File: config.mk
export PLATFORM = sky130hd
export DESIGN_NAME = pipelined_adder
export DESIGN_NICKNAME = d
export VERILOG_FILES = /design/src/rtl/pipelined_adder.sv
export SDC_FILE = /design/constraint.sdc
export NUM_CORES = 1
export LEC_CHECK = 0
export ABC_AREA = 1
export BUFFER_PORTS_ARGS = -buffer_cell sky130_fd_sc_hd__buf_4
export CAP_MARGIN = 15
export CORE_UTILIZATION = 30
export CTS_BUF_LIST = sky130_fd_sc_hd__clkbuf_16
export DETAILED_ROUTE_END_ITERATION = 16
export GPL_TIMING_DRIVEN = 0
export PLACE_DENSITY_LB_ADDON = 0.3
export SYNTH_ARGS = -nofsm -noshare
export SYNTH_HDL_FRONTEND = slang
export SYNTH_SLANG_ARGS = --single-unit
File: constraint.sdc
create_clock -name clk -period 2.7 [get_ports clk]
set_input_delay 0.81 -clock clk [delete_from_list [all_inputs] [get_ports clk]]
set_output_delay 0.81 -clock clk [all_outputs]
set_load 0.03 [all_outputs]
File: src/rtl/pipelined_adder.sv
// pipelined_adder
//   WIDTH-bit adder split into STAGES equal carry-chained slices, one register
//   stage per slice. Full throughput (one transaction per cycle), latency of
//   exactly STAGES cycles, no backpressure.
//
// Ports
//   clk        clock, all state on the rising edge
//   rstn       synchronous reset, active-low
//   a, b       operands, sampled when valid_in=1
//   cin        carry into bit 0, sampled when valid_in=1
//   valid_in   transaction strobe
//   s          sum (a+b+cin)[WIDTH-1:0], holds the last completed result
//   cout       carry out of bit WIDTH-1, holds with s
//   valid_out  one-cycle strobe per completed transaction
module pipelined_adder #(
    parameter int unsigned WIDTH  = 32,
    parameter int unsigned STAGES = 4
) (
    input  logic             clk,
    input  logic             rstn,
    input  logic [WIDTH-1:0] a,
    input  logic [WIDTH-1:0] b,
    input  logic             cin,
    input  logic             valid_in,
    output logic [WIDTH-1:0] s,
    output logic             cout,
    output logic             valid_out
);

    localparam int unsigned C = WIDTH / STAGES;

    if (WIDTH % STAGES != 0) begin : g_bad_cfg
        $error("pipelined_adder: WIDTH (%0d) must be a multiple of STAGES (%0d)",
               WIDTH, STAGES);
    end

    // Stage k receives the operand bits from slice k upward (re-based to bit 0)
    // and the sum bits of slices below k. It adds the lowest C operand bits,
    // appends them to the partial sum and forwards the still-unused operand bits.
    for (genvar k = 0; k < STAGES; k++) begin : g_stage
        localparam int unsigned IW = WIDTH - k * C;  // operand bits entering stage
        localparam int unsigned SW = (k + 1) * C;    // sum bits leaving stage

        logic [IW-1:0] opa_in;
        logic [IW-1:0] opb_in;
        logic          carry_in;
        logic          v_in;
        logic [C:0]    res;
        logic [SW-1:0] sum_d;
        logic [SW-1:0] sum_q;
        logic          carry_q;
        logic          valid_q;

        if (k == 0) begin : g_first
            assign opa_in   = a;
            assign opb_in   = b;
            assign carry_in = cin;
            assign v_in     = valid_in;
            assign sum_d    = res[C-1:0];
        end else begin : g_next
            assign opa_in   = g_stage[k-1].g_ops.opa_q;
            assign opb_in   = g_stage[k-1].g_ops.opb_q;
            assign carry_in = g_stage[k-1].carry_q;
            assign v_in     = g_stage[k-1].valid_q;
            assign sum_d    = {res[C-1:0], g_stage[k-1].sum_q};
        end

        assign res = {1'b0, opa_in[C-1:0]} + {1'b0, opb_in[C-1:0]} + {{C{1'b0}}, carry_in};

        // Data only loads behind a valid bit, so the final stage holds the
        // last completed result while valid_out is low.
        always_ff @(posedge clk) begin
            if (!rstn) begin
                sum_q   <= '0;
                carry_q <= 1'b0;
                valid_q <= 1'b0;
            end else begin
                valid_q <= v_in;
                if (v_in) begin
                    sum_q   <= sum_d;
                    carry_q <= res[C];
                end
            end
        end

        if (IW > C) begin : g_ops
            logic [IW-C-1:0] opa_q;
            logic [IW-C-1:0] opb_q;

            always_ff @(posedge clk) begin
                if (!rstn) begin
                    opa_q <= '0;
                    opb_q <= '0;
                end else if (v_in) begin
                    opa_q <= opa_in[IW-1:C];
                    opb_q <= opb_in[IW-1:C];
                end
            end
        end
    end

    assign s         = g_stage[STAGES-1].sum_q;
    assign cout      = g_stage[STAGES-1].carry_q;
    assign valid_out = g_stage[STAGES-1].valid_q;

endmodule
==> impl_metrics.json <==
{
  "outcome": "finished, final reports clean",
  "dp.cells": 1453,
  "vias": 6543,
  "synth_edf_count": 0,
  "antenna_found_initial": 0,
  "hold_viol": 0,
  "fin_cells": 1485,
  "htreeDepth": 4,
  "crit_fanout": 2,
  "design_area_um2": 9507,
  "cts_tree": "yes",
  "critical_path_required_ns": 3.04,
  "first_global_vias": 6296,
  "n_antenna_cell": 0,
  "slowest_stage": "fa_1",
  "syn_area_um2": 7774,
  "io_buffers": 99,
  "clock_latency_ns": 0.44,
  "max_slew_margin_pct": 57.49,
  "cts_made_buffers": 17,
  "drive_gt1_share_pct": 15.41,
  "drt-total-wl_um": 19900,
  "ctsResizeCount": 0,
  "fp.dieW_um": 163.0,
  "tightest_slew_ns": 0.6377,
  "ys_seq_area_share_pct": 47.38,
  "placed_cell_area_um2": 8930,
  "clockRootBuffer": "clkbuf_16",
  "grt_overflow": 0,
  "area_growth_pct": 22.29,
  "vdd_drop_max_uv": 269.3,
  "num-fill-cells": 2684,
  "core_um2": 25330,
  "ctsHoldBuffers": 0,
  "min_path_type": "flip-flop to flip-flop",
  "p_leak_nw": 4.681,
  "tns_ns": 0,
  "finalMaxSlewViolations": 0,
  "wire_per_inst_um": 13.40,
  "cts_setup_buffers": 0,
  "clock.fmax_ghz": 0.4857,
  "yosys_warnings": 0,
  "ys.flop_type": "dfxtp_1",
  "synth-seq-cells": 184,
  "via_per_inst": 4.406,
  "drtPass1Iterations": 5,
  "yosysUniqueCellTypes": 25,
  "clock_skew_ns": 0.004761,
  "holdCritStartpoint": "g_stage[0].sum_q[2]",
  "path_cells": "buf_4 > fa_1 > fa_1 > nand2_1 > nand2_1 > nand3b_1 > nand2_1 > nand2_1 > nand3_1 > nand2_1 > inv_1",
  "synth_cells": 1024,
  "cp_num_buf_inv": 2,
  "initial_core_util_pct": 30.69,
  "grt_max_degree": 17,
  "path_clk_slew_ns": 0.07,
  "clockBufferDepth": 2,
  "crit_path_frequent_cell": "nand2_1",
  "nets": 1246,
  "p_per_area_nw_per_um2": 648.0,
  "synth_fp_nets": 1128,
  "start_kind": "primary input",
  "path_class": "primary input to flip-flop",
  "row_count": 58,
  "r2r_start": "g_stage[2].carry_q",
  "fin_crit_ns": 2.059,
  "synth_area_per_cell_um2": 7.592,
  "die_area_um2": 26560,
  "grt_pass1_wl_um": 32620,
  "drtIter0Drc": 334,
  "cpLargestDelayFamily": "adder cells",
  "grt_use_total_pct": 15.89,
  "setup_viol": 0,
  "async_flop_share_pct": 0,
  "end_kind": "flip-flop",
  "slowest_delay_ns": 0.47,
  "startpoint": "a[0]",
  "dp_hpwl_um": 15060,
  "arrival_ns": 2.40,
  "drc": 0,
  "ios": 102,
  "die_h_um": 163.0,
  "max-cap-violations": 0,
  "antenna_left": 0,
  "cts.sinks": 184,
  "gp_congestion": 0.8249,
  "fin_crit_sh_pct": 76.25,
  "rsz0062_at_grt": "false"
}
## cell usage in the layout (no fill, tap or decap), drive strengths merged
| cell type | Yosys | final |
|---|---|---|
| or2 | 6 | 6 |
| nand3 | 30 | 30 |
| o21ai | 170 | 170 |
| nand2 | 88 | 88 |
| nor2 | 334 | 334 |
| clkbuf | 19 | 36 |
| fa | 8 | 8 |
| inv | 66 | 71 |
| xor2 | 6 | 6 |
| buf | 39 | 138 |
| dfxtp | 184 | 184 |
| clkinvlp | 0 | 3 |
| a21oi | 30 | 30 |
| ha | 28 | 28 |
| xnor2 | 6 | 6 |
| a211oi | 4 | 4 |
| clkinv | 0 | 5 |
| nand3b | 6 | 6 |
| bufinv | 0 | 2 |
## logic make-up (layout without fill, tap and decap cells)
kind of cell,count (synthesis),after routing,synth area share (%)
simple gates,464,464,23.40
buf+inv,124,255,7.903
compound gates,204,204,13.39
xor+xnor,12,12,1.352
fa+ha+maj,36,36,6.567
flops,184,184,47.38
## through the flow
stage | hold WS [ns] | total power, mW | worst slack (ns) | util (%)
CTS | 0.4586 | 6.230 | 0.6646 | 37.54
detailed placement | 0.4490 | 3.763 | 0.1975 | 35.26
global placement | 0.4461 | 3.758 | 0.2256 | 35.26
floorplan | 0.4339 | 3.485 | 0.4708 | -
finish | 0.4615 | 6.161 | 0.6413 | 37.54
global route | 0.4888 | 6.458 | 0.4863 | 37.54
## cell usage after synthesis (5+ instances only)
cell / number / share of area (%)
a21oi_1: 30 / 1.9
buf_2: 21 / 1.4
buf_4: 6 / 0.58
buf_6: 11 / 1.6
clkbuf_1: 16 / 0.77
dfxtp_1: 184 / 47
fa_1: 8 / 2.1
ha_1: 28 / 4.5
inv_1: 62 / 3.0
nand2_1: 88 / 4.2
nand3_1: 30 / 1.9
nand3b_1: 6 / 0.58
nor2_1: 334 / 16
o21ai_0: 162 / 10
o21ai_1: 8 / 0.52
or2_1: 5 / 0.40
xnor2_1: 6 / 0.68
xor2_1: 6 / 0.68
## registers in the layout, indices dropped and copies added (netlist names)
signal               flops
cout                     1
g_stage.carry_q          3
g_stage.g_ops.opa_q     48
g_stage.g_ops.opb_q     48
g_stage.sum_q           48
g_stage.valid_q          3
s                       32
valid_out                1
## report_power, final
| group | internal (mW) | switching [mW] |
|---|---|---|
| registers | 2.87 | 0.0886 |
| logic | 0.306 | 0.434 |
| clock network | 1.37 | 1.09 |
## area by class of cell
| type | instances | area (um2) | share of cell area (%) |
|---|---|---|---|
| Sequential cell | 184 | 3684 | 38.75 |
| Timing Repair Buffer | 99 | 743.2 | 7.818 |
| Clock buffer | 17 | 425.4 | 4.475 |
| Clock inverter | 15 | 151.4 | 1.593 |
| Multi-Input combinational cell | 716 | 3476 | 36.56 |
| Buffer | 58 | 364.1 | 3.830 |
| Tap cell | 330 | 412.9 | 4.343 |
| Inverter | 66 | 250.2 | 2.632 |
## worst min-delay path, stage by stage (launching register included)
cell	delay, ns
dfxtp_1	0.30
inv_1	0.06
a21oi_1	0.06
## path summary, 6_finish.rpt
| path | to | slack, ns | depth (start not counted) |
|---|---|---|---|
| max reg2reg | s[30] | 0.78 | 10 |
| min | g_stage[1].sum_q[2] | 0.46 | 2 |
| min reg2reg | g_stage[1].sum_q[2] | 0.46 | 2 |
| max | g_stage[0].sum_q[6] | 0.64 | 11 |
## metal layers
layer,share of wire [%],GRT usage [%],up-vias,wire length (um)
li1,-,-,3501,-
met1,50,21.38,2904,10000
met2,43,24.47,112,8643
met3,3.8,3.438,26,758
met4,2.5,6.585,0,492
met5,0,0,-,0
Power figures use the tool's default switching activity.
